<file path="config.mk">
export PLATFORM = sky130hd
export DESIGN_NAME = vdff_reg_cells_flat
export DESIGN_NICKNAME = d
export VERILOG_FILES = /design/src/rtl/vdff_reg_cells_pkg.sv /design/src/rtl/vdff_reg_cells_if.sv /design/src/rtl/vdff_reg_cells_prims.sv /design/src/rtl/vdff_reg_cells.sv /design/src/flat_wrapper.sv
export SDC_FILE = /design/constraint.sdc
export NUM_CORES = 1
export LEC_CHECK = 0
export ABC_CLOCK_PERIOD_IN_PS = 800
export CORE_MARGIN = 5
export CORE_UTILIZATION = 34
export DETAILED_ROUTE_END_ITERATION = 6
export PLACE_DENSITY = 0.83
export REMOVE_ABC_BUFFERS = 1
export SETUP_SLACK_MARGIN = 0.3
export SLEW_MARGIN = 30
export SYNTH_ARGS = -nofsm -noshare
export SYNTH_HDL_FRONTEND = slang
export SYNTH_SLANG_ARGS = --single-unit
</file>
<file path="constraint.sdc">
create_clock -name clk -period 0.8 [get_ports clk]
set_input_delay 0.08 -clock clk [delete_from_list [all_inputs] [get_ports clk]]
set_output_delay 0.08 -clock clk [all_outputs]
set_load 0.01 [all_outputs]
</file>
<file path="src/rtl/vdff_reg_cells_pkg.sv">
// Shared widths for the register-cell slice.
package vdff_reg_cells_pkg;

  localparam int unsigned FLAG_W = 1;
  localparam int unsigned DATA_W = 8;

endpackage

</file>
<file path="src/rtl/vdff_reg_cells_if.sv">
// Bundle of data/enable/state signals around the register cells.
// master drives next-state data and enables; slave returns registered state.
interface vdff_reg_cells_if;
  import vdff_reg_cells_pkg::*;

  logic [FLAG_W-1:0] d1;        // plain flag register input
  logic [FLAG_W-1:0] q1;        // plain flag register state
  logic              en8;       // load enable for the byte register
  logic [DATA_W-1:0] d8;        // byte register input
  logic [DATA_W-1:0] q8;        // byte register state
  logic              pulse;     // set pulse for the sticky flag
  logic [FLAG_W-1:0] sticky;    // sticky flag state
  logic              chain_en;  // shared enable of the two-stage chain
  logic [DATA_W-1:0] chain_in;  // chain input
  logic [DATA_W-1:0] stage1;    // chain first stage
  logic [DATA_W-1:0] stage2;    // chain second stage

  modport master (
    output d1, en8, d8, pulse, chain_en, chain_in,
    input  q1, q8, sticky, stage1, stage2
  );

  modport slave (
    input  d1, en8, d8, pulse, chain_en, chain_in,
    output q1, q8, sticky, stage1, stage2
  );

endinterface

</file>
<file path="src/rtl/vdff_reg_cells_prims.sv">
// Generic register primitives, instantiated positionally.
//   vDFF    (clk, rst, in, out)     : plain D register
//   vDFF_en (clk, rst, en, in, out) : D register with load enable
// Both reset synchronously to zero on rst=1; reset beats enable.

module vDFF #(
  parameter int unsigned n = 1
) (
  input  logic         clk,
  input  logic         rst,
  input  logic [n-1:0] in,
  output logic [n-1:0] out
);

  // Single clocked process; reset value of zero is relied on by OR-combining consumers.
  always_ff @(posedge clk) begin
    if (rst) out <= '0;
    else     out <= in;
  end

endmodule

module vDFF_en #(
  parameter int unsigned n = 1
) (
  input  logic         clk,
  input  logic         rst,
  input  logic         en,
  input  logic [n-1:0] in,
  output logic [n-1:0] out
);

  // Hold when en=0; the hold path is the 2:1 mux implied by the missing else.
  always_ff @(posedge clk) begin
    if (rst)     out <= '0;
    else if (en) out <= in;
  end

endmodule

</file>
<file path="src/rtl/vdff_reg_cells.sv">
// Slice exercising the register primitives the way the pipeline uses them.
// Ports: clk, rst (sync, active-high), bus (slave side of vdff_reg_cells_if).
//   q1     : vDFF of d1
//   q8     : vDFF_en of d8 under en8
//   sticky : self-fed vDFF, set by pulse and held until rst
//   stage1/stage2 : two vDFF_en in series under chain_en
module vdff_reg_cells
  import vdff_reg_cells_pkg::*;
(
  input logic              clk,
  input logic              rst,
  vdff_reg_cells_if.slave  bus
);

  logic [FLAG_W-1:0] sticky_next_c;

  // Feedback through the register turns it into a set-only latch cleared by rst.
  assign sticky_next_c = bus.pulse | bus.sticky;

  vDFF    #(FLAG_W) u_flag   (clk, rst, bus.d1, bus.q1);
  vDFF_en #(DATA_W) u_byte   (clk, rst, bus.en8, bus.d8, bus.q8);
  vDFF    #(FLAG_W) u_sticky (clk, rst, sticky_next_c, bus.sticky);
  vDFF_en #(DATA_W) u_stage1 (clk, rst, bus.chain_en, bus.chain_in, bus.stage1);
  vDFF_en #(DATA_W) u_stage2 (clk, rst, bus.chain_en, bus.stage1, bus.stage2);

endmodule

</file>
<file path="src/flat_wrapper.sv">
// flat-port wrapper written by rule: the top's interface ports become plain ports
module vdff_reg_cells_flat import vdff_reg_cells_pkg::*;
  (clk, rst, bus_d1, bus_en8, bus_d8, bus_pulse, bus_chain_en, bus_chain_in, bus_q1, bus_q8, bus_sticky, bus_stage1, bus_stage2);
  vdff_reg_cells_if bus_i ();
  input logic clk;
  input logic rst;
  input wire logic [$bits(bus_i.d1)-1:0] bus_d1;
  input wire logic [$bits(bus_i.en8)-1:0] bus_en8;
  input wire logic [$bits(bus_i.d8)-1:0] bus_d8;
  input wire logic [$bits(bus_i.pulse)-1:0] bus_pulse;
  input wire logic [$bits(bus_i.chain_en)-1:0] bus_chain_en;
  input wire logic [$bits(bus_i.chain_in)-1:0] bus_chain_in;
  output wire logic [$bits(bus_i.q1)-1:0] bus_q1;
  output wire logic [$bits(bus_i.q8)-1:0] bus_q8;
  output wire logic [$bits(bus_i.sticky)-1:0] bus_sticky;
  output wire logic [$bits(bus_i.stage1)-1:0] bus_stage1;
  output wire logic [$bits(bus_i.stage2)-1:0] bus_stage2;
  assign bus_i.d1 = bus_d1;
  assign bus_i.en8 = bus_en8;
  assign bus_i.d8 = bus_d8;
  assign bus_i.pulse = bus_pulse;
  assign bus_i.chain_en = bus_chain_en;
  assign bus_i.chain_in = bus_chain_in;
  assign bus_q1 = bus_i.q1;
  assign bus_q8 = bus_i.q8;
  assign bus_sticky = bus_i.sticky;
  assign bus_stage1 = bus_i.stage1;
  assign bus_stage2 = bus_i.stage2;
  vdff_reg_cells u_core (.clk(clk), .rst(rst), .bus(bus_i));
endmodule
</file>
Word-level counts from Yosys, hierarchy flattened

Cells that the tools add are included.

Register bits after elaboration: 26
Bits of input ports: 22
Output and inout bits: 26
Logic and storage cells: 6

Bitwise operators: 1

Operator list:

| operator     | count |
|---|---|
| $or A1 B1 Y1 | 1 |

Logic depth before layout (Yosys ltp)

Gate-level depths: netlist of run 1.

Depth in word-level cells: 1
Mapped depth: 4

By module

Synthesis of run 1 repeated with hierarchy kept, for this count alone.

Cells, all modules: 83
Area, all modules: 929.6 µm²

By module, submodules not included:

| module         | times used | cells an instance | area an instance (µm²) |
|---|---|---|---|
| vDFF_en        | 3          | 26                | 285.3 |
| vDFF           | 2          | 2                 | 33.8 |
| vdff_reg_cells | 1          | 1                 | 6.3 |

Worst setup path after synthesis of run 1

No wires, ideal clock.

Path kind: input-to-reg
From: input bus_chain_en
To: register u_core.u_stage1.out[4]
Library setup time: 0.117 ns
Data arrival time: 0.545 ns
Setup slack: 0.138 ns
Stages on the path: 4
Cell sequence: buf_6 buf_12 mux2i_1 nor2_1

RTL lines:

| what                 | line                       | text |
|---|---|---|
| start, declared      | flat_wrapper.sv:11         | `input wire logic [$bits(bus_i.chain_en)-1:0] bus_chain_en;` |
| end signal, assigned | vdff_reg_cells_prims.sv:36 | `else if (en) out <= in;` |
| end, declared        | vdff_reg_cells_prims.sv:30 | `output logic [n-1:0] out` |

Worst setup path after layout of run 1

From: register u_core.u_stage2.out[3]
To: output bus_stage2[3]

RTL lines:

| what                   | line                       | text |
|---|---|---|
| start, declared        | vdff_reg_cells_prims.sv:30 |  |
| start signal, assigned | vdff_reg_cells_prims.sv:36 |  |
| end, declared          | flat_wrapper.sv:17         | `output wire logic [$bits(bus_i.stage2)-1:0] bus_stage2;` |

No word-level cell between the ends.

==> flow_summary_export.csv, run 1 <==
group,metric,value,unit
sta,slew_violations,0,
cells_and_area,multiInputGateArea,354,sq um
cells_and_area,stdcell_count,171,
clocking,clock-sinks,26,
worst_setup_path,r2r_slack,0.03,ns
sta,setup_tns,-1.37,ns
worst_setup_path,path_buf_inv,1,
sta,final_hold_viol_count,0,
floorplanning,die_y,62.0,um
min_path,holdPathEnd,"u_core.u_stage1.out[2]",
route,finalWirelength,2.47,mm
worst_setup_path,cp_data_required_time,0.72,ns
worst_setup_path,crit_arrival,0.80,ns
synthesis,synth-xor-area-share,0,%
worst_setup_path,critical_path.top_delay_family,"flip-flops",
sta,skew,0.00283,ns
synthesis,yosys.area_share.simple,11.3,%
global_route,grt_max_degree,14,
floorplanning,pin_count,48,
cells_and_area,fin_util,66.5,%
route,drtIter0Drc,8,
synthesis,synth_top_family_by_area,"multiplexers",
synthesis,ys_seq_area_share,56.7,%
synthesis,synth_fa_ha_area_share,0,%
power_and_ir_drop,pwr-share-seq,56.9,%
worst_setup_path,ff2ff_path_depth,3,
clocking,cts_tree,"built",
placed_design,place_hpwl,1.67,mm
outcome,violations,"setup timing",
floorplanning,initial_core_util,36.4,%
worst_setup_path,worstPathMaxFanout,2,
min_path,worstHoldPathCells,3,
worst_setup_path,r2r_end,"u_core.u_stage2.out[4]",
synthesis,synth.distinct_cells,8,
cells_and_area,area_delta_synth_final,82.6,%
synthesis,synth_compound_area_share,0,%
placed_design,place.gp.congestion,0.692,
worst_setup_path,crit_path_start,"u_core.u_stage2.out[3]",
worst_setup_path,startpoint_type,"flop",
global_route,track_usage,14.5,%
clocking,numCtsBuffers,3,
cells_and_area,drive_gt1_share,51.1,%
global_route,grt_pass1_wl,4.06,mm
sta,whs,0.250,ns
cells_and_area,nNetsFinal,165,
outcome,status,"finished with violations",
global_route,antenna_found_initial,0,
route,num_vias,795,
power_and_ir_drop,power_switching,0.586,mW
worst_setup_path,path_cells,"buf_6",
route,viasPerCell,4.65,
sta,slew-limit-headroom,89.7,%
clocking,hold_buffers,0,
synthesis,avgSynthCellArea,11.1,sq um
sta,min_period,0.877,ns
clocking,cts-root-buf,"clkbuf_4",
synthesis,yosysWarnings,0,
sta,fin_crit_sh,110,%
sta,finalSetupViolations,26,
sta,tightest_slew,0.150,ns
min_path,min_from,"rst",
power_and_ir_drop,p_sw_share,23.3,%
worst_setup_path,path_class,"reg -> out",
power_and_ir_drop,peakVddDrop,1.27,mV
route,ant_nets,0,
placed_design,place_ws,-0.385,ns
power_and_ir_drop,intPower,1.93,mW
route,drc,0,
sta,layout_setup_ws,-0.0775,ns
synthesis,synth-seq-cells,26,
clocking,clkLatencyLatePin,0.31,ns
floorplanning,dieArea,3840,sq um
power_and_ir_drop,power_density,1500,nW/um^2
placed_design,dp.cells,161,
run,drv_cap,0,
min_path,hp-class,"in -> reg",
worst_setup_path,cpPeakStageDelay,0.38,ns
clocking,clkSlewWorstSetupHoldPaths,0.12,ns
floorplanning,core.rowCount,18,
clocking,cts_htree_levels,1,
synthesis,syn-cell-area,918,sq um
global_route,grt_overflow,0,
power_and_ir_drop,p_clk_share,20.8,%
power_and_ir_drop,p_leak,0.779,nW
cells_and_area,fill_cells,194,
clocking,clock_path_buffers,2,
cells_and_area,num_antenna_cells,0,
global_route,grt_pass1_vias,914,
worst_setup_path,cp-end-kind,"primary output",
power_and_ir_drop,power_frac_comb,22.2,%
sta,rsz0062_at_grt,"yes",
sta,fmax,1.14,GHz
cells_and_area,seq_area,552,sq um
synthesis,synth_mux_area_share,26.2,%
route,wire_per_inst,14.4,um
floorplanning,die_x,62.0,um
floorplanning,coreArea,2520,sq um
worst_setup_path,slowest_stage,"dfxtp_2",
route,dr.pass1.iters,2,
worst_setup_path,reg2reg_from,"u_core.u_stage1.out[4]",
placed_design,numPortBuffers,47,
synthesis,syn_inst,83,
## per-stage QoR
stage | cell area [sq um] | power [mW]
2_1_floorplan | 865 | 1.56
3_3_place_gp | 1450 | 1.88
3_5_place_dp | 1450 | 1.90
4_1_cts | 1660 | 2.53
5_1_grt | 1680 | 2.63
6_report | 1680 | 2.51
## cells by family after synthesis
family / count (synthesis)
AND/OR/NAND/NOR: 27
flip-flops: 26
multiplexers: 24
buffers and inverters: 6
## placed cells by master (no fill, tap or decap), types with 2 or more instances in the layout
cell	synthesis	layout
buf_6	1	34
nor2_1	26	25
dfxtp_2	0	25
mux2i_1	24	22
clkdlybuf4s50_1	0	18
clkbuf_4	0	3
mux2i_2	0	2
bufbuf_16	0	2
buf_12	1	2
## state kept, by name, indices dropped and copies added (netlist names)
register             flops
u_core.u_byte.out        8
u_core.u_stage1.out      8
u_core.u_stage2.out      8
u_core.u_flag.out        1
u_core.u_sticky.out      1
## cell type report
type,instances,share of cell area [%]
flip-flops and latches,26,32.9
multi-input cells,51,21.1
well taps,30,2.24
repair buffers,61,42.4
clock buffers,3,1.34
## synthesized netlist by cell type
master,number,area [sq um]
dfxtp_1,26,521
nor2_1,26,97.6
mux2i_1,24,240
buf_2,3,15.0
buf_12,1,20.0
buf_4,1,7.51
buf_6,1,11.3
nor2b_1,1,6.26
## metal layers
layer  track usage (%)  vias to the layer above  wire length [um]
met1              15.9                      365               944
met4              4.55                        0                21
met2              26.6                       38              1270
met3              4.34                        4               230
met5                 0                        -                 0
li1                  -                      388                 -
## power by group through the flow
| stage | clock network (mW) | registers [mW] | logic [mW] |
|---|---|---|---|
| 6_report | 0.523 | 1.43 | 0.559 |
| 3_3_place_gp | 0 | 1.42 | 0.457 |
| 3_5_place_dp | 0 | 1.43 | 0.471 |
| 5_1_grt | 0.592 | 1.44 | 0.600 |
| 2_1_floorplan | 0 | 1.46 | 0.0964 |
| 4_1_cts | 0.545 | 1.43 | 0.555 |
## timing repair
action	in CTS	in global routing
setup buffers	5	0
gates resized for setup	166	6
pin swaps	7	11
cloned	2	0
setup endpoints to repair	52	52
hold endpoints to repair	0	0
## worst max-delay path by stage
stage                              to  cells after the start
2_1_floorplan  u_core.u_stage2.out[0]                      2
6_report                bus_stage2[3]                      1
3_3_place_gp   u_core.u_stage1.out[1]                      4
4_1_cts                 bus_stage1[5]                      1
5_1_grt                 bus_stage1[1]                      1
3_5_place_dp   u_core.u_stage2.out[4]                      4
Power figures use the tool's default switching activity.
==> run 2, diff against run 1 <==
--- a/config.mk
+++ b/config.mk
@@ -9,6 +9,7 @@
 export CORE_MARGIN = 5
 export CORE_UTILIZATION = 34
 export DETAILED_ROUTE_END_ITERATION = 6
+export GPL_TIMING_DRIVEN = 1
 export PLACE_DENSITY = 0.83
 export REMOVE_ABC_BUFFERS = 1
 export SETUP_SLACK_MARGIN = 0.3
==> results of run 2 <==
The final DEF is identical to that of run 1; final timing and power are the same.
==> edit 1, RTL diff (config.mk and constraints of run 2) <==
Set the package constant `DATA_W` to 12 (it was 8).
--- a/src/rtl/vdff_reg_cells_pkg.sv
+++ b/src/rtl/vdff_reg_cells_pkg.sv
@@ -4,3 +4,3 @@
   localparam int unsigned FLAG_W = 1;
-  localparam int unsigned DATA_W = 8;
+  localparam int unsigned DATA_W = 12;
 
Ports: changed (5 resized); port bits go from 48 to 68. No check against the original RTL was run, so the function may have changed too.
==> edit 1 against run 2 <==
- via count up 41%
- sequential cell count up 12
- synthesized area up 47%
- critical path type unchanged
- first-iteration DRC count rose to 4.3 times the old value
- routed wire length up 44%
- total power up 67%
- the flow still finishes with violations (setup timing)
- combinational power up 41%
- final area up 47%
- setup slack better by 0.060 ns
- critical endpoint is now bus_stage1[4]
==> edit 1: results (changes against run 2) <==
Clocking
The clock input transition at the sequential cells of the worst setup and hold paths is 0.07 ns (-0.05 ns). The number of H-tree branching levels was 2 (+1). The root buffer cell is sky130_fd_sc_hd__clkbuf_8. The number of buffers created by CTS is 5 (+2). The clock latency at the later pin of the worst-skew pair is 0.28 ns (-0.03 ns).

STA
The worst setup skew after layout is 0.00485 ns (+0.00201 ns). The post-route worst setup slack is -0.0172 ns (+0.0603 ns). The total of endpoints with negative setup slack in the final report is 16 (-38%).

The normalized max-slew margin is 81.4% (-8.3 points).

Place
The placement-stage worst setup slack is -0.438 ns (-0.0523 ns). The total instance count after detailed placement is 243 (+51%). The placed wire-length estimate came to 2.22 mm (+34%).

The placer congestion estimate is 0.644 (-7.0%). The number of port buffers came to 67 (+43%).

Route
The number of DRC violations after detailed-routing iteration 0 is 34 (+26). The total number of vias is 1123 (+41%). The via count normalized by instance count is 4.37 (-6.0%). The overall routed net length is 3.56 mm (+44%). The detailed-router iteration count before antenna repair came to 4 (+2).

Status
The run finished, with violations left. The final reports fail on setup timing.

Logic synthesis
The average instance area after synthesis is 11.2 um^2 (+0.93%). The fraction of registers with async set/reset was 0% (unchanged). Counting instances in the post-synthesis netlist gives the leading cell types as sky130_fd_sc_hd__dfxtp_1 (38), sky130_fd_sc_hd__nor2_1 (38), sky130_fd_sc_hd__mux2i_1 (36), sky130_fd_sc_hd__buf_2 (3).

The multiplexer area fraction after synthesis is 26.7% (+0.51 points). The share of the yosys chip area belonging to registers came to 56.3% (-0.38 points). The count of distinct cell types in the synthesized netlist is 8 (unchanged). Yosys attributes the largest share of cell area to sky130_fd_sc_hd__dfxtp_1 (56%), sky130_fd_sc_hd__mux2i_1 (27%), sky130_fd_sc_hd__nor2_1 (11%), sky130_fd_sc_hd__buf_12 (3.0%), sky130_fd_sc_hd__buf_6 (1.7%).

Finish
The fraction of layout cells with a size suffix above 1 is 50.2% (-0.82 points). The count of fill cells added during filler insertion is 307 (+58%). The largest registers in the layout are u_core.u_byte.out: 12 flops, u_core.u_stage1.out: 12 flops, u_core.u_stage2.out: 12 flops.

Worst setup path
The delay of the slowest critical-path stage is 0.36 ns (-0.02 ns). The arrival time of the worst setup path is 0.74 ns (-0.06 ns).

Power and ir drop
The leakage power of the design is 1.14 nW (+47%). The worst IR drop on VDD is 0.00126 V (-0.42%).

Global route
The combined global-route utilization of all metal layers was 14.0% (-0.50 points). The global-route wire length before repair is 5.68 mm (+40%).
==> edit 1: cell count changes after synthesis <==
cell / delta
sky130_fd_sc_hd__mux2i_1: +12
sky130_fd_sc_hd__clkbuf_1: +1
sky130_fd_sc_hd__buf_6: +1
sky130_fd_sc_hd__buf_12: +1
sky130_fd_sc_hd__buf_4: -1
sky130_fd_sc_hd__dfxtp_1: +12
sky130_fd_sc_hd__nor2_1: +12
==> edit 1: routing by layer <==
layer,part of all wire (%),track usage (%),vias to the layer above
li1,-,-,565
met1,40,16.7,524
met2,53,24.4,29
met3,5.0,3.03,5
met4,1.3,5.53,0
met5,0,0,-
==> edit 1: worst paths after layout <==
path,end,from
max,bus_stage1[4],u_core.u_stage1.out[4]$_SDFFE_PP0P_
min reg2reg,u_core.u_sticky.out$_SDFF_PP0_,u_core.u_sticky.out$_SDFF_PP0_
max reg2reg,u_core.u_stage2.out[10]$_SDFFE_PP0P_,u_core.u_stage1.out[10]$_SDFFE_PP0P_
min,u_core.u_byte.out[3]$_SDFFE_PP0P_,rst
==> edit 1: cell families (layout without fill, tap and decap cells) <==
| logic type | Yosys count | after routing |
|---|---|---|
| AND/OR/NAND/NOR | 39 | 39 |
| flip-flops | 38 | 38 |
| multiplexers | 36 | 36 |
| buffers and inverters | 8 | 94 |
==> edit 1: cell type report <==
cell class                 instances  area share, %
clock buffer                       7           3.50
timing repair buffer              86           40.2
tap                               50           2.54
clock inverter                     1          0.203
sequential                        38           32.8
multi-input combinational         75           20.8
==> edit 1: stage by stage <==
stage               area [um^2]  hold WS [ns]  TNS [ns]  util, %
floorplan                  1270         0.152         0        -
global placement           2140         0.448    -17.66     54.6
detailed placement         2140         0.473    -19.38     54.6
CTS                        2460         0.343    -0.540     62.9
global route               2460         0.233     -1.35     62.9
finish                     2460         0.227   -0.0997     62.9
==> edit 1: power breakdown <==
group          total, mW  internal [mW]  switching (mW)
Combinational      0.790          0.516           0.273
Sequential          2.08           2.01          0.0737
Clock               1.33          0.695           0.632
Total               4.20           3.22           0.979
==> edit 1: timing repair <==
action / CTS / global route
endpoints found under the setup margin: 76 / 76
cloned: 3 / 0
setup buffers: 3 / 0
pin swaps: 11 / 11
gates resized for setup: 246 / 3
==> edit 2, RTL diff (flow settings as in run 2) <==
Without the edit above. Reset style: asynchronous (`rst`), changed in 2 clocked blocks. Comments in the files are not updated.
--- a/src/rtl/vdff_reg_cells_prims.sv
+++ b/src/rtl/vdff_reg_cells_prims.sv
@@ -15,3 +15,3 @@
   // Single clocked process; reset value of zero is relied on by OR-combining consumers.
-  always_ff @(posedge clk) begin
+  always_ff @(posedge clk or posedge rst) begin
     if (rst) out <= '0;
@@ -33,3 +33,3 @@
   // Hold when en=0; the hold path is the 2:1 mux implied by the missing else.
-  always_ff @(posedge clk) begin
+  always_ff @(posedge clk or posedge rst) begin
     if (rst)     out <= '0;
Formal check against the unedited RTL: differs if rst is asserted again (counterexample within 4 cycles, from zero or initial values and one cycle with rst high); with rst held inactive, the same outputs for 10 cycles.
==> edit 2 against run 2 <==
- the flow still finishes with violations (setup timing)
- first-iteration DRC count is 50% higher
- setup slack worse by 0.12 ns
- non-clock buffer count up 8
- total power rose by 33%
- routed wire length down 2.5%
- combinational power up 61%
- sequential cell count stayed put
- synthesized area increased by 9.4%
- final area rose by 3.8%
- highest routed layer unchanged
==> edit 2: results (changes against run 2) <==
Status
The run finished, with violations left. The checks that failed: setup timing.

Logic synthesis
The multiplexer area fraction after synthesis was 30.6% (+4.5 points). The fraction of registers with async set/reset is 100% (+100 points). The commonest cells after synthesis are sky130_fd_sc_hd__dfrtp_1 (26), sky130_fd_sc_hd__mux2_2 (14), sky130_fd_sc_hd__mux2_4 (10). The count of mapped cells out of synthesis is 55 (-34%).

Finish
The proportion of cell area spent on the clock network came to 3.02% (+1.7 points). The count of fill cells added during filler insertion is 244 (+26%). The relative area of non-clock buffer cells in the final design is 37.9% (-4.5 points). The sequential cell area was 651 um^2 (+18%).

The number of nets in the layout is 148 (-10%). The share of the final layout cell area in multi-input gates is 19.3% (-1.9 points). The sequential portion of the cell area is 37.4% (+4.5 points). The inverter count is 1 (+1). The multi-input combinational cell count is 25 (-51%). The fraction of layout cells with a size suffix above 1 is 61.6% (+11 points). The non-clock buffer total of the final layout was 69 (+13%).

Clocking
The clock input transition at the sequential cells of the worst setup and hold paths came to 0.15 ns (+0.03 ns). The number of gates resized after cts is 122 (-27%). The count of buffers added by post-CTS timing repair for setup is 8 (+3).

STA
The worst setup skew after layout came to 0.00700 ns (+0.00417 ns). The post-route worst setup slack is -0.200 ns (-0.122 ns). The total of endpoints with negative setup slack in the final report is 42 (+62%).

The worst hold slack across all endpoints came to 0.0552 ns (-0.195 ns). The sum of negative setup slack is -5.88 ns (-4.52 ns).

Power and ir drop
The total net switching power was 0.777 mW (+33%). The leakage power of the design was 0.849 nW (+8.9%). The post-route total power came to 3.35 mW (+33%). The fraction of power consumed by the clock network came to 26.9% (+6.1 points). The worst IR drop on VDD was 0.00118 V (-6.8%). The power consumed by sequential cells is 1.55 mW (+8%).

Floorplan
The area enclosed by the die boundary came to 0.00414 mm^2 (+7.9%).

Global route
The global-route wire length before repair is 3.82 mm (-6.0%). The number of global-route vias before repair is 783 (-14%). The pin count of the biggest net entering global routing is 27 (+13). The global routing met2 resource utilization came to 20.1% (-6.5 points).

The combined global-route utilization of all metal layers was 11.9% (-2.7 points). The met1 track demand over resource is 14.4% (-1.5 points). The met3 track utilization from global routing is 3.68% (-0.66 points).

Place
The instance area at placement is 0.00160 mm^2 (+10%). The placer congestion estimate is 0.739 (+6.8%). The placement-stage worst setup slack is -0.442 ns (-0.0567 ns).

The placed wire-length estimate is 1.70 mm (+2.1%).

Worst setup path
The reg-to-reg endpoint is u_core.u_stage2.out[2]$_DFFE_PP0P_. The startpoint-to-endpoint class of the critical path is register to register. The start of the worst register-to-register path is u_core.u_stage2.out[2]$_DFFE_PP0P_.

The arrival time of the worst setup path is 1.21 ns (+0.41 ns).

Route
The met1 wire length was 971 um (+2.9%). The overall routed net length is 2.40 mm (-2.5%). The via count normalized by instance count is 4.56 (-2.0%).

Min path
The worst hold path belongs to the class input port to async pin.
## edit 2: changes by cell type after synthesis
cell / before / now
sky130_fd_sc_hd__buf_2: 3 / 1
sky130_fd_sc_hd__inv_1: 0 / 1
sky130_fd_sc_hd__buf_4: 1 / 0
sky130_fd_sc_hd__dfxtp_1: 26 / 0
sky130_fd_sc_hd__mux2_4: 0 / 10
sky130_fd_sc_hd__mux2_2: 0 / 14
sky130_fd_sc_hd__nor2b_1: 1 / 0
sky130_fd_sc_hd__nor2_1: 26 / 0
sky130_fd_sc_hd__dfrtp_1: 0 / 26
sky130_fd_sc_hd__mux2i_1: 24 / 0
sky130_fd_sc_hd__or2_2: 0 / 1
## edit 2: cell families after synthesis
group	after synthesis
muxes	24
buffers and inverters	4
and+or+nand+nor	1
DFF	26
## edit 2: critical path, cell delays in order (launching register included)
cell and delay [ns]:
sky130_fd_sc_hd__dfrtp_1 0.42, sky130_fd_sc_hd__buf_6 0.12, sky130_fd_sc_hd__buf_6 0.10, sky130_fd_sc_hd__mux2_4 0.26
